**src/rtl/sccb_pkg.sv**
```systemverilog
// SCCB target shared types and constants.
// The default ID is also used by the master's config ROM.
package sccb_pkg;

  typedef enum logic [3:0] {
    S_IDLE,
    S_DEVADDR,
    S_ACK_DEV,
    S_REGADDR,
    S_ACK_REG,
    S_WDATA,
    S_ACK_WDATA,
    S_RDATA,
    S_RACK,
    S_IGNORE
  } sccb_state_t;

  localparam int SCCB_BITS   = 8;
  localparam int SCCB_RW_BIT = 0;

  localparam logic [7:0] SCCB_DEFAULT_ID = 8'h42;

  function automatic logic [7:0] sccb_rd_id(input logic [7:0] id);
    return id | 8'(1 << SCCB_RW_BIT);
  endfunction

endpackage

```
**src/rtl/sccb_line_sync.sv**
```systemverilog
// Synchronizes sioc/siod into clk and flags clock edges
// plus START/STOP bus conditions.
module sccb_line_sync #(
  parameter int SYNC_STAGES = 2
) (
  input  logic clk,
  input  logic reset,
  input  logic sioc,
  input  logic siod_in,
  output logic sda,
  output logic scl_rise,
  output logic scl_fall,
  output logic start_det,
  output logic stop_det
);

  logic [SYNC_STAGES-1:0] r_scl_sync;
  logic [SYNC_STAGES-1:0] r_sda_sync;
  logic                   r_scl_q;
  logic                   r_sda_q;
  logic                   w_scl;

  // Idle bus is high; resetting to 1 avoids phantom edges.
  always_ff @(posedge clk) begin
    if (reset) begin
      r_scl_sync <= '1;
      r_sda_sync <= '1;
      r_scl_q    <= 1'b1;
      r_sda_q    <= 1'b1;
    end else begin
      r_scl_sync <= {r_scl_sync[SYNC_STAGES-2:0], sioc};
      r_sda_sync <= {r_sda_sync[SYNC_STAGES-2:0], siod_in};
      r_scl_q    <= w_scl;
      r_sda_q    <= sda;
    end
  end

  assign w_scl     = r_scl_sync[SYNC_STAGES-1];
  assign sda       = r_sda_sync[SYNC_STAGES-1];
  assign scl_rise  = w_scl & ~r_scl_q;
  assign scl_fall  = ~w_scl & r_scl_q;
  assign start_det = w_scl & r_sda_q & ~sda;
  assign stop_det  = w_scl & ~r_sda_q & sda;

endmodule

```
**src/rtl/sccb_responder.sv**
```systemverilog
// SCCB target fronting an 8-bit addressed register file.
// Samples on sioc rise, drives siod_oe only on sioc fall.
module sccb_responder
  import sccb_pkg::*;
#(
  parameter logic [7:0] DEV_ID      = SCCB_DEFAULT_ID,
  parameter int         SYNC_STAGES = 2
) (
  input  logic       clk,
  input  logic       reset,
  input  logic       sioc,
  input  logic       siod_in,
  output logic       siod_oe,
  output logic       wr_en,
  output logic [7:0] wr_addr,
  output logic [7:0] wr_data,
  output logic [7:0] rd_addr,
  input  logic [7:0] rd_data,
  output logic       busy
);

  localparam logic [7:0] RD_ID    = sccb_rd_id(DEV_ID);
  localparam logic [2:0] LAST_BIT = 3'(SCCB_BITS - 1);

  logic        w_sda;
  logic        w_rise;
  logic        w_fall;
  logic        w_start;
  logic        w_stop;
  logic [7:0]  w_byte;

  sccb_state_t r_state,   w_state;
  logic [2:0]  r_bitcnt,  w_bitcnt;
  logic [7:0]  r_shift,   w_shift;
  logic [7:0]  r_ptr,     w_ptr;
  logic        r_oe,      w_oe;
  logic        r_busy,    w_busy;
  logic        r_wr_en,   w_wr_en;
  logic [7:0]  r_wr_addr, w_wr_addr;
  logic [7:0]  r_wr_data, w_wr_data;
  logic        r_rd_mode, w_rd_mode;
  logic        r_acked,   w_acked;

  sccb_line_sync #(
    .SYNC_STAGES(SYNC_STAGES)
  ) u_sync (
    .clk       (clk),
    .reset     (reset),
    .sioc      (sioc),
    .siod_in   (siod_in),
    .sda       (w_sda),
    .scl_rise  (w_rise),
    .scl_fall  (w_fall),
    .start_det (w_start),
    .stop_det  (w_stop)
  );

  always_ff @(posedge clk) begin
    if (reset) begin
      r_state   <= S_IDLE;
      r_bitcnt  <= '0;
      r_shift   <= '0;
      r_ptr     <= '0;
      r_oe      <= 1'b0;
      r_busy    <= 1'b0;
      r_wr_en   <= 1'b0;
      r_wr_addr <= '0;
      r_wr_data <= '0;
      r_rd_mode <= 1'b0;
      r_acked   <= 1'b0;
    end else begin
      r_state   <= w_state;
      r_bitcnt  <= w_bitcnt;
      r_shift   <= w_shift;
      r_ptr     <= w_ptr;
      r_oe      <= w_oe;
      r_busy    <= w_busy;
      r_wr_en   <= w_wr_en;
      r_wr_addr <= w_wr_addr;
      r_wr_data <= w_wr_data;
      r_rd_mode <= w_rd_mode;
      r_acked   <= w_acked;
    end
  end

  assign w_byte = {r_shift[6:0], w_sda};

  always_comb begin
    w_state   = r_state;
    w_bitcnt  = r_bitcnt;
    w_shift   = r_shift;
    w_ptr     = r_ptr;
    w_oe      = r_oe;
    w_busy    = r_busy;
    w_wr_en   = 1'b0;
    w_wr_addr = r_wr_addr;
    w_wr_data = r_wr_data;
    w_rd_mode = r_rd_mode;
    w_acked   = r_acked;
    if (w_start) begin
      w_state  = S_DEVADDR;
      w_bitcnt = '0;
      w_busy   = 1'b1;
      w_oe     = 1'b0;
      w_acked  = 1'b0;
    end else if (w_stop) begin
      w_state = S_IDLE;
      w_busy  = 1'b0;
      w_oe    = 1'b0;
    end else begin
      unique case (r_state)
        S_DEVADDR, S_REGADDR, S_WDATA: begin
          if (w_rise) begin
            w_shift  = w_byte;
            w_bitcnt = r_bitcnt + 3'd1;
            if (r_bitcnt == LAST_BIT) begin
              if (r_state == S_DEVADDR) begin
                if (w_byte == DEV_ID) begin
                  w_state   = S_ACK_DEV;
                  w_rd_mode = 1'b0;
                end else if (w_byte == RD_ID) begin
                  w_state   = S_ACK_DEV;
                  w_rd_mode = 1'b1;
                end else begin
                  w_state = S_IGNORE;
                end
              end else if (r_state == S_REGADDR) begin
                w_ptr   = w_byte;
                w_state = S_ACK_REG;
              end else begin
                w_wr_en   = 1'b1;
                w_wr_addr = r_ptr;
                w_wr_data = w_byte;
                w_state   = S_ACK_WDATA;
              end
            end
          end
        end
        // r_oe doubles as "ACK already driven" within a slot.
        S_ACK_DEV, S_ACK_REG, S_ACK_WDATA: begin
          if (w_fall) begin
            if (!r_oe) begin
              w_oe = 1'b1;
            end else begin
              w_oe     = 1'b0;
              w_bitcnt = '0;
              if (r_state == S_ACK_DEV && r_rd_mode) begin
                w_shift = rd_data;
                w_oe    = ~rd_data[7];
                w_state = S_RDATA;
              end else if (r_state == S_ACK_DEV) begin
                w_state = S_REGADDR;
              end else begin
                w_state = S_WDATA;
                if (r_state == S_ACK_WDATA) w_ptr = r_ptr + 8'd1;
              end
            end
          end
        end
        S_RDATA: begin
          if (w_fall) begin
            if (r_bitcnt == LAST_BIT) begin
              w_oe     = 1'b0;
              w_bitcnt = '0;
              w_acked  = 1'b0;
              w_state  = S_RACK;
            end else begin
              w_bitcnt = r_bitcnt + 3'd1;
              w_shift  = {r_shift[6:0], 1'b0};
              w_oe     = ~r_shift[6];
            end
          end
        end
        S_RACK: begin
          if (w_rise) begin
            if (w_sda) begin
              w_state = S_IGNORE;
            end else begin
              w_ptr   = r_ptr + 8'd1;
              w_acked = 1'b1;
            end
          end else if (w_fall && r_acked) begin
            w_shift  = rd_data;
            w_oe     = ~rd_data[7];
            w_bitcnt = '0;
            w_acked  = 1'b0;
            w_state  = S_RDATA;
          end
        end
        default: ;
      endcase
    end
  end

  assign siod_oe = r_oe;
  assign wr_en   = r_wr_en;
  assign wr_addr = r_wr_addr;
  assign wr_data = r_wr_data;
  assign rd_addr = r_ptr;
  assign busy    = r_busy;

endmodule

```
**config.mk**
```make
export PLATFORM = sky130hd
export DESIGN_NAME = sccb_responder
export DESIGN_NICKNAME = d
export VERILOG_FILES = /design/src/rtl/sccb_pkg.sv /design/src/rtl/sccb_line_sync.sv /design/src/rtl/sccb_responder.sv
export SDC_FILE = /design/constraint.sdc
export NUM_CORES = 1
export LEC_CHECK = 0
export CAP_MARGIN = 20
export CORE_ASPECT_RATIO = 0.9
export CORE_UTILIZATION = 54
export CTS_CLUSTER_DIAMETER = 40
export DETAILED_ROUTE_END_ITERATION = 6
export PLACE_DENSITY = 0.84
export SYNTH_ARGS = -nofsm -noshare
export SYNTH_HDL_FRONTEND = slang
export SYNTH_SLANG_ARGS = --single-unit
```
**constraint.sdc**
```tcl
create_clock -name clk -period 2.8 [get_ports clk]
set_clock_uncertainty 0.2 [all_clocks]
set_input_delay 0.42 -clock clk [delete_from_list [all_inputs] [get_ports clk]]
set_output_delay 0.42 -clock clk [all_outputs]
set_load 0.05 [all_outputs]
```
# After elaboration in Yosys (flattened, before gate mapping)
# Cells that the tools add are included.
totals:
  ff_bits: 49
  input_bits: 12
  out_inout_bits: 27
  word_cells: 165
op_classes:
  addsub: 2
  eq_ne: 39
  muxes: 66
  n_bitwise: 19
  reduce_logical: 23
op_table:
  columns: ["cell", "count"]
  rows:
  - ["8-bit two-way mux", 11]
  - ["7-bit two-way mux", 8]
  - ["4-bit two-way mux", 12]
  - ["2-bit != test (second input constant)", 15]
  - ["7-bit case mux with 4 select lines", 1]
  - ["3-bit two-way mux", 9]
  - ["8-bit case mux with 3 select lines", 1]
  - ["4-bit by 2-bit != test with 1-bit output (second input constant)", 5]
  - ["1-bit two-way mux", 19]
  - ["9-bit AND reduction", 2]
  - ["4-bit by 3-bit == test with 1-bit output (second input constant)", 4]
  - ["8-bit by 7-bit == test with 1-bit output (second input constant)", 2]
  - ["4-bit case mux with 4 select lines", 1]
  - ["14-bit AND reduction", 1]
  - ["7-bit AND reduction", 2]
  - ["1-bit NOT", 13]
  - ["3-bit case mux with 4 select lines", 1]
  - ["11-bit AND reduction", 1]
  - ["3-bit OR reduction", 3]
  - ["8-bit by 1-bit adder with 8-bit output (second input constant)", 1]
  - ["4-bit by 2-bit == test with 1-bit output (second input constant)", 2]
  - ["8-bit AND reduction", 1]
  - ["7-bit OR reduction", 1]
  - ["1-bit bitwise AND", 6]
  - ["21 further kinds", 27]

# Logic depth before layout (Yosys ltp)
# Gate-level depths: netlist of run 1.
logic_depth:
  ltp_word: 9
  mapped_depth: 8
  ltp_nobuf: 7

# Hierarchy
# Synthesis of run 1 repeated with hierarchy kept, for this count alone.
hier_totals:
  cells_unflattened: 312
  area_unflattened_um2: 2706.3
by_module_without_submodules:
  columns: ["mod", "instances", "cells_per_inst", "area_per_inst_um2", "seq_area_each_um2"]
  rows:
  - ["sccb_responder", 1, 296, 2518.7, 860.8]
  - ["sccb_line_sync", 1, 16, 187.7, 120.1]

# Least setup slack after synthesis of run 1
# OpenSTA, ideal clock, no wires.
synth_timing:
  path_type: "register to register"
  start: "reg r_state[2]"
  end: "reg r_shift[0]"
  arrival_time_ps: 1843
  required_time_ps: 2484
  path_slack_ps: 640
  stages_incl_launch_ff: 8
  n_path_buf: 2
  period_less_slack_ps: 2160
  cell_sequence: "dfxtp_1 and2_4 mux2_2 a22o_1 buf_2 and3_1 buf_2 a41o_1"
synth_via:
  elab_chain_len: 4
  elab_cells_between_ends: 22
  cone_classes: "eq/ne: 16; mux: 1; reduce/logical: 5"
synth_lines:
  columns: ["item", "line_no", "text"]
  rows:
  - ["start, declared", "sccb_responder.sv:32", "sccb_state_t r_state, w_state;"]
  - ["start signal, assigned", "sccb_responder.sv:72", "r_state <= w_state;"]
  - ["4-bit by 2-bit == test with 1-bit output, or another cell as far along", "sccb_responder.sv:111, sccb_responder.sv:147", null]
  - ["3-bit OR reduction / 1-bit logical AND (equally long branches)", "sccb_responder.sv:111, sccb_responder.sv:147", null]
  - ["2-bit != test (no source line), or another cell as far along", null, null]
  - ["11-bit AND reduction (no source line)", null, null]
  - ["end signal, assigned", "sccb_responder.sv:74", "r_shift <= w_shift;"]
  - ["end, declared", "sccb_responder.sv:34", "logic [7:0] r_shift, w_shift;"]
# Parallel ways exist; a longest one is shown, timed or not.
# A chain may end at the register's enable or synchronous reset.

# Worst setup path in the final report of run 1
layout_timing:
  start: "reg r_state[2]"
  end: "reg r_state[0]"
layout_via:
  elab_chain_len: 8
  elab_cells_between_ends: 30
  cone_classes: "eq/ne: 16; mux: 9; reduce/logical: 5"
layout_lines:
  columns: ["item", "line_no", "text"]
  rows:
  - ["4-bit by 2-bit == test with 1-bit output", "sccb_responder.sv:111, sccb_responder.sv:147", null]
  - ["1-bit logical AND", "sccb_responder.sv:147", "if (r_state == S_ACK_DEV && r_rd_mode) begin"]
  - ["3-bit two-way mux", "sccb_responder.sv:147", null]
  - ["4-bit two-way mux", "sccb_responder.sv:142", "if (!r_oe) begin"]
  - ["4-bit two-way mux", "sccb_responder.sv:141", "if (w_fall) begin"]
  - ["4-bit case mux with 4 select lines", "sccb_responder.sv:111", "unique case (r_state)"]
  - ["1-bit two-way mux", "sccb_responder.sv:106", "end else if (w_stop) begin"]
  - ["1-bit two-way mux", "sccb_responder.sv:100", "if (w_start) begin"]
# Parallel ways exist; a longest one is shown, timed or not. The select of a mux whose other input is x is not followed.

==> results_dict.tcl, run 1 <==
set metrics [dict create \
    status "finished clean" \
    dp.cells 403 \
    maxSlewHeadroom_pct 52.14 \
    grt_pass1_vias 2366 \
    hold_buffers 0 \
    die_x_um 76.69 \
    clock_sinks 49 \
    synth_seq_area_share_pct 36.18 \
    ys_types 68 \
    final.min_clock_period_ns 2.592 \
    synth_top_area_share_pct 36.18 \
    postCtsSetupBuffers 0 \
    dp_hpwl_um 4883 \
    design.portCount 39 \
    antennaDiodeCount 0 \
    rsz0062_at_grt "false" \
    viasPerCell 6.182 \
    num_vias 2541 \
    initial_utilization_pct 56.08 \
    required_ns 2.80 \
    final_cell_area_sq_um 3279 \
    core-area_sq_um 4835 \
    clkTransAtPathRegs_ns 0.09 \
    die-area_sq_um 5309 \
    ys.flop_type "dfxtp_1" \
    stdcell_count 411 \
    clockBufferDepth 2 \
    cp-start-kind "flip-flop" \
    final-max-slew-violation-count 0 \
    setup_violations 0 \
    wl_per_cell_um 16.79 \
    drive_above_1_share_pct 13.87 \
    period_share_pct 92.57 \
    rows 24 \
    htreeDepth 2 \
    syn_inst 309 \
    grt_overflow_total 0 \
    powerDensity_nw_per_um2 399.4 \
    clk_latency_ns 0.31 \
    track_usage_pct 26.45 \
    synth_fp_nets 324 \
    place_congestion 0.9418 \
    drv_cap 0 \
    ys_ff_latch 49 \
    synth_edf_count 0 \
    critPathMaxFanout 17 \
    max_freq_mhz 385.8 \
    postPlaceCellArea_sq_um 3167 \
    io_buffer_count 38 \
    leakagePower_nw 1.131 \
    tightestPinTransition_ns 0.7132 \
    synth_top_area_cell "dfxtp_1" \
    drc 0 \
    grt_max_degree 40 \
    tns_ns 0 \
    numCtsBuffers 5 \
    root_buffer "clkbuf_8" \
    critPathKind "reg2reg" \
    synth_area_leaders "dfxtp_1, mux2i_1, nand2_1" \
    antenna_found_initial 0 \
    nets 360 \
    hold_viol 0 \
    wirelength_um 6899 \
    ant_nets 0 \
    ir_drop_mv 0.3994 \
    synthesis.area_sq_um 2711 \
    synthTopCellsByCount "dfxtp_1, nand2_1, nor2_1, mux2i_1, a21oi_1" \
    area.growth.synth_to_final_pct 20.95 \
    async_flop_share_pct 0 \
    cts_tree "yes" \
    worstPathArrival_ns 2.60 \
    initialDrtViolationCount 324 \
    grt_pass1_wl_um 11160 \
    cts.repair.resized 0 \
    ys.warnings.count 0 \
    hp-class "reg2reg" \
    drt-pass1-iter-count 5 \
    yosysMostFrequentCell "dfxtp_1" \
    die_h_um 69.23 \
    synth.avg_cell_area_sq_um 8.775 \
    crit_path_end_kind "flip-flop" \
]
-- cell type report --
type / instances / area, sq um
Tap cell: 65 / 81.33
Clock buffer: 5 / 68.82
Sequential cell: 49 / 980.9
Timing Repair Buffer: 52 / 485.5
Inverter: 5 / 18.77
Multi-Input combinational cell: 232 / 1600
Fill cell: 408 / 1555
Clock inverter: 3 / 43.79
-- metal layers --
layer	track usage [%]	up-vias	share of wire, %
li1	-	1211	-
met1	35.46	1191	45
met2	39.98	120	45
met3	6.447	19	8.2
met4	12.18	0	1.7
met5	0	-	0
-- flip-flops by register name (all words and copies together), names as in the netlist --
register / flops
busy: 1
r_acked: 1
r_bitcnt: 3
r_rd_mode: 1
r_shift: 7
r_state: 4
rd_addr: 8
siod_oe: 1
u_sync.r_scl_q: 1
u_sync.r_scl_sync: 2
u_sync.r_sda_q: 1
u_sync.r_sda_sync: 2
wr_addr: 8
wr_data: 8
wr_en: 1
-- logic make-up (layout without fill, tap and decap cells) --
logic type / count (synthesis) / after routing / share of synthesized area [%]
simple gates: 114 / 114 / 22.15
compound gates: 92 / 92 / 26.72
flops: 49 / 49 / 36.18
buf+inv: 28 / 65 / 5.030
mux: 22 / 22 / 8.214
fa+ha+maj: 3 / 3 / 1.385
xor+xnor: 1 / 1 / 0.3231
-- power breakdown --
part	total (W)	internal [W]	switching, W
Sequential	0.000708	0.000701	0.00000719
Clock	0.000520	0.000268	0.000252
Combinational	0.0000817	0.0000357	0.0000460
Total	0.00131	0.00100	0.000305
-- through the flow --
step	worst slack, ns	power (W)	hold WS [ns]	util, %
final	0.2080	0.001310	0.2162	67.83
after global placement	0.3533	0.0008031	0.1922	65.50
after floorplan	0.6404	0.0007709	0.1895	-
after global routing	0.1632	0.001352	0.2334	67.83
after detailed placement	0.2760	0.0008049	0.1976	65.50
after CTS	0.2622	0.001316	0.2197	67.83
-- placed cells by master, fill, tap and decap left out, types with 2 or more instances in the layout --
| cell type | count |
|---|---|
| nor3b_1 | 3 |
| nor2_1 | 30 |
| mux2i_1 | 20 |
| o21bai_1 | 2 |
| nand3_1 | 6 |
| o32ai_2 | 2 |
| a311oi_1 | 3 |
| nand3b_1 | 4 |
| nor4_1 | 2 |
| mux2_2 | 2 |
| buf_4 | 14 |
| a211oi_1 | 4 |
| o21ai_1 | 2 |
| nand2_1 | 30 |
| a31oi_1 | 11 |
| a21oi_1 | 17 |
| nor2b_1 | 6 |
| nor4b_2 | 2 |
| clkbuf_8 | 5 |
| nor3_1 | 2 |
| o21a_1 | 2 |
| or2_2 | 7 |
| o21ai_0 | 11 |
| and2_1 | 5 |
| a21o_1 | 3 |
| nand2b_1 | 4 |
| clkdlybuf4s50_1 | 38 |
| dfxtp_1 | 49 |
| or4b_1 | 2 |
| inv_1 | 5 |
| o311ai_1 | 3 |
| o31ai_1 | 2 |
| a311oi_2 | 6 |
| ha_1 | 3 |
| o31a_1 | 3 |
| o22ai_1 | 3 |
| o211ai_1 | 2 |
-- final timing paths --
| path | slack (ns) | start | end | depth (start not counted) |
|---|---|---|---|---|
| hold / removal | 0.22 | u_sync.r_scl_sync[0]$_SDFF_PP1_ | u_sync.r_scl_sync[1]$_SDFF_PP1_ | 1 |
| hold reg to reg | 0.22 | u_sync.r_scl_sync[0]$_SDFF_PP1_ | u_sync.r_scl_sync[1]$_SDFF_PP1_ | 1 |
| setup reg to reg | 0.21 | r_state[2]$_SDFFE_PP0P_ | r_state[0]$_SDFFE_PP0P_ | 5 |
| setup / recovery | 0.21 | r_state[2]$_SDFFE_PP0P_ | r_state[0]$_SDFFE_PP0P_ | 5 |
-- worst max-delay path, cell delays in order, from the launching register on --
cell and delay (ns):
dfxtp_1 0.67, and2_4 0.27, mux2_2 0.37, a221o_1 0.43, a21oi_1 0.21, mux2_2 0.35
No activity file was read; power rests on OpenSTA's default activity.
==> inputs of run 2 (changes only) <==
- CTS_CLUSTER_SIZE: default -> 10
==> results of run 2 <==
No change in the layout: final DEF, timing and power equal those of run 1.
==> inputs of run 3 (changes only) <==
- SYNTH_HIERARCHICAL: default -> 1
==> run 3 against run 2 <==
Against the previous run: global-route usage up 1.1 points; core utilization down 1.5 points; sequential share of layout area up 0.75 points; register-to-register slack worse by 0.02 ns; sequential power up 1%; power down 3.1%; setup slack worse by 0.022 ns; first-iteration DRC count up 5.2%; worst hold slack worse by 0.0039 ns; wire length down 0.45%; die area down 0.18%; final cell count down 0.24%; critical endpoint is now wr_data[4]$_SDFFE_PP0P_.
==> results_dict.tcl, run 3 <==
set metrics [dict create \
    maxSlewHeadroom_pct 50.19 \
    setup_violations 0 \
    final.min_clock_period_ns 2.614 \
    grt_overflow_total 0 \
    ys_ff_latch 49 \
    powerDensity_nw_per_um2 395.9 \
    drc 0 \
    cts_tree "yes" \
    final_cell_area_sq_um 3207 \
    track_usage_pct 27.51 \
    ant_nets 0 \
    drv_cap 0 \
    die-area_sq_um 5299 \
    rows 24 \
    stdcell_count 410 \
    nets 359 \
    dp_hpwl_um 4776 \
    worstPathCellList "and3b_1, or2_2, or3_1, nor3_4, buf_4, mux2i_1, nor2_1" \
    num_vias 2527 \
    slowest_delay_ns 0.44 \
    async_flop_share_pct 0 \
    slowest_stage "dfxtp_2" \
    clkTransAtPathRegs_ns 0.09 \
    final-max-slew-violation-count 0 \
    drive_above_1_share_pct 8.696 \
    io_buffer_count 38 \
    hp-class "reg2reg" \
    htreeDepth 2 \
    synth_area_leaders "dfxtp_1, mux2i_1, nor2_1" \
    synthTopCellsByCount "dfxtp_1, nor2_1, mux2i_1, a21oi_1, nand2_1" \
    ys.warnings.count 6 \
    p_int_w 0.0009342 \
    pwr-share-clk_pct 33.5 \
    cp-start-kind "flip-flop" \
    die_x_um 76.63 \
    tns_ns 0 \
    ys.flop_type "dfxtp_1" \
    mostFrequentLayoutCell "dfxtp_1" \
    swShare_pct 26.42 \
    rsz0062_at_grt "false" \
    crit_path_end_kind "flip-flop" \
    die_h_um 69.16 \
    initialDrtViolationCount 341 \
    syn_inst 312 \
    clk_latency_ns 0.30 \
    tightestPinTransition_ns 0.7461 \
    postPlaceCellArea_sq_um 3118 \
    yosysMostFrequentCell "dfxtp_1" \
    ir_drop_mv 0.3864 \
    wirelength_um 6868 \
    synth_seq_area_share_pct 36.25 \
    synth.avg_cell_area_sq_um 8.674 \
    initial_utilization_pct 55.98 \
    share_comb_of_total_power_pct 10.0 \
    synth_top_area_share_pct 36.25 \
    max_freq_mhz 382.6 \
    grt_pass1_wl_um 11660 \
    viasPerCell 6.163 \
    wl_per_cell_um 16.75 \
    hold_viol 0 \
    grt_pass1_vias 2346 \
    leakagePower_nw 1.158 \
    seqPwrFrac_pct 56.4 \
    design.portCount 39 \
    synth_fp_nets 327 \
    root_buffer "clkbuf_8" \
    numCtsBuffers 5 \
    antenna_found_initial 0 \
    drt-pass1-iter-count 5 \
    synthesis.area_sq_um 2706 \
    switchingPower_w 0.0003354 \
    grt_max_degree 32 \
    core-area_sq_um 4835 \
    place_congestion 0.9672 \
    antennaDiodeCount 0 \
    period_share_pct 93.34 \
    status "finished clean" \
    clock_sinks 49 \
    synth_top_area_cell "dfxtp_1" \
    area.growth.synth_to_final_pct 18.49 \
    ys_types 59 \
    critPathMaxFanout 12 \
    critPathKind "reg2reg" \
    synth_edf_count 0 \
    worstPathArrival_ns 2.61 \
    hold-worst-slack_ns 0.2123 \
    required_ns 2.80 \
    final_cell_mix "dfxtp_1, clkdlybuf4s50_1, nor2_1" \
    dp.cells 402 \
    clockBufferDepth 2 \
]
-- run 3: changes by cell type in the layout (fill, tap and decap cells not counted), moves of 7 or more --
cell	change
nand2_1	-13
a31oi_1	-9
a21oi_1	+7
buf_4	-7
mux2i_1	+7
nor3_1	+7
or3_1	+7
-- run 3: worst paths after layout --
kind	to	start	cells after the start	slack (ns)
max	wr_data[4]$_SDFFE_PP0P_	u_sync/r_sda_sync[1]$_SDFF_PP1_	7	0.19
max reg2reg	wr_data[4]$_SDFFE_PP0P_	u_sync/r_sda_sync[1]$_SDFF_PP1_	7	0.19
min	u_sync/r_scl_sync[1]$_SDFF_PP1_	u_sync/r_scl_sync[0]$_SDFF_PP1_	1	0.21
min reg2reg	u_sync/r_scl_sync[1]$_SDFF_PP1_	u_sync/r_scl_sync[0]$_SDFF_PP1_	1	0.21
-- run 3: area by class of cell --
class	instances	area, sq um
inverter	7	26.28
tap	65	81.33
multi-input combinational	235	1577
clock inverter	2	13.76
clock buffer	6	72.57
fill	397	1628
timing repair buffer	46	452.9
sequential	49	983.4
-- run 3: what timing repair did --
| action | CTS | global route |
|---|---|---|
| hold buffers | 0 | 0 |
| setup buffers | 0 | 0 |
| gates resized for setup | 0 | 2 |
| endpoints found under the setup margin | 0 | 1 |
-- run 3: routing by layer --
layer  up-vias  part of all wire [%]  global-route usage, %
li1       1218                     -                      -
met1      1192                    47                  38.49
met2       106                    46                  43.64
met3        11                   5.9                  4.636
met4         0                   1.2                  7.479
met5         -                     0                      0
-- run 3: power groups by stage --
stage                     combinational [W]  clock [W]  sequential (W)
after floorplan                   0.0000903          0        0.000726
after global placement             0.000123          0        0.000732
after detailed placement           0.000125          0        0.000732
after CTS                          0.000126   0.000428        0.000716
after global routing               0.000139   0.000464        0.000718
final                              0.000127   0.000426        0.000716
-- run 3: worst max-delay path, delay by kind of cell (launching register included) --
family / cells / cell delay [ns]
mux: 1 / 0.29
buf+inv: 1 / 0.30
flops: 1 / 0.44
simple gates: 5 / 1.28
-- run 3: logic make-up (layout without fill, tap and decap cells) --
kind of cell,Yosys count,after routing,share of synthesized area [%]
adders and majority gates,3,3,1.387
DFF,49,49,36.25
muxes,27,27,9.986
and+or+nand+nor,125,125,25.89
buffers and inverters,28,61,5.502
AOI/OAI and AO/OA,80,80,20.99
-- run 3: through the flow --
stage / total power [W] / utilization [%] / setup slack (ns)
3_5_place_dp: 0.0008571 / 64.49 / 0.1831
4_1_cts: 0.001269 / 66.28 / 0.1011
6_report: 0.001270 / 66.33 / 0.1865
5_1_grt: 0.001321 / 66.33 / 0.1010
2_1_floorplan: 0.0008168 / - / 0.3915
3_3_place_gp: 0.0008549 / 64.49 / 0.1923
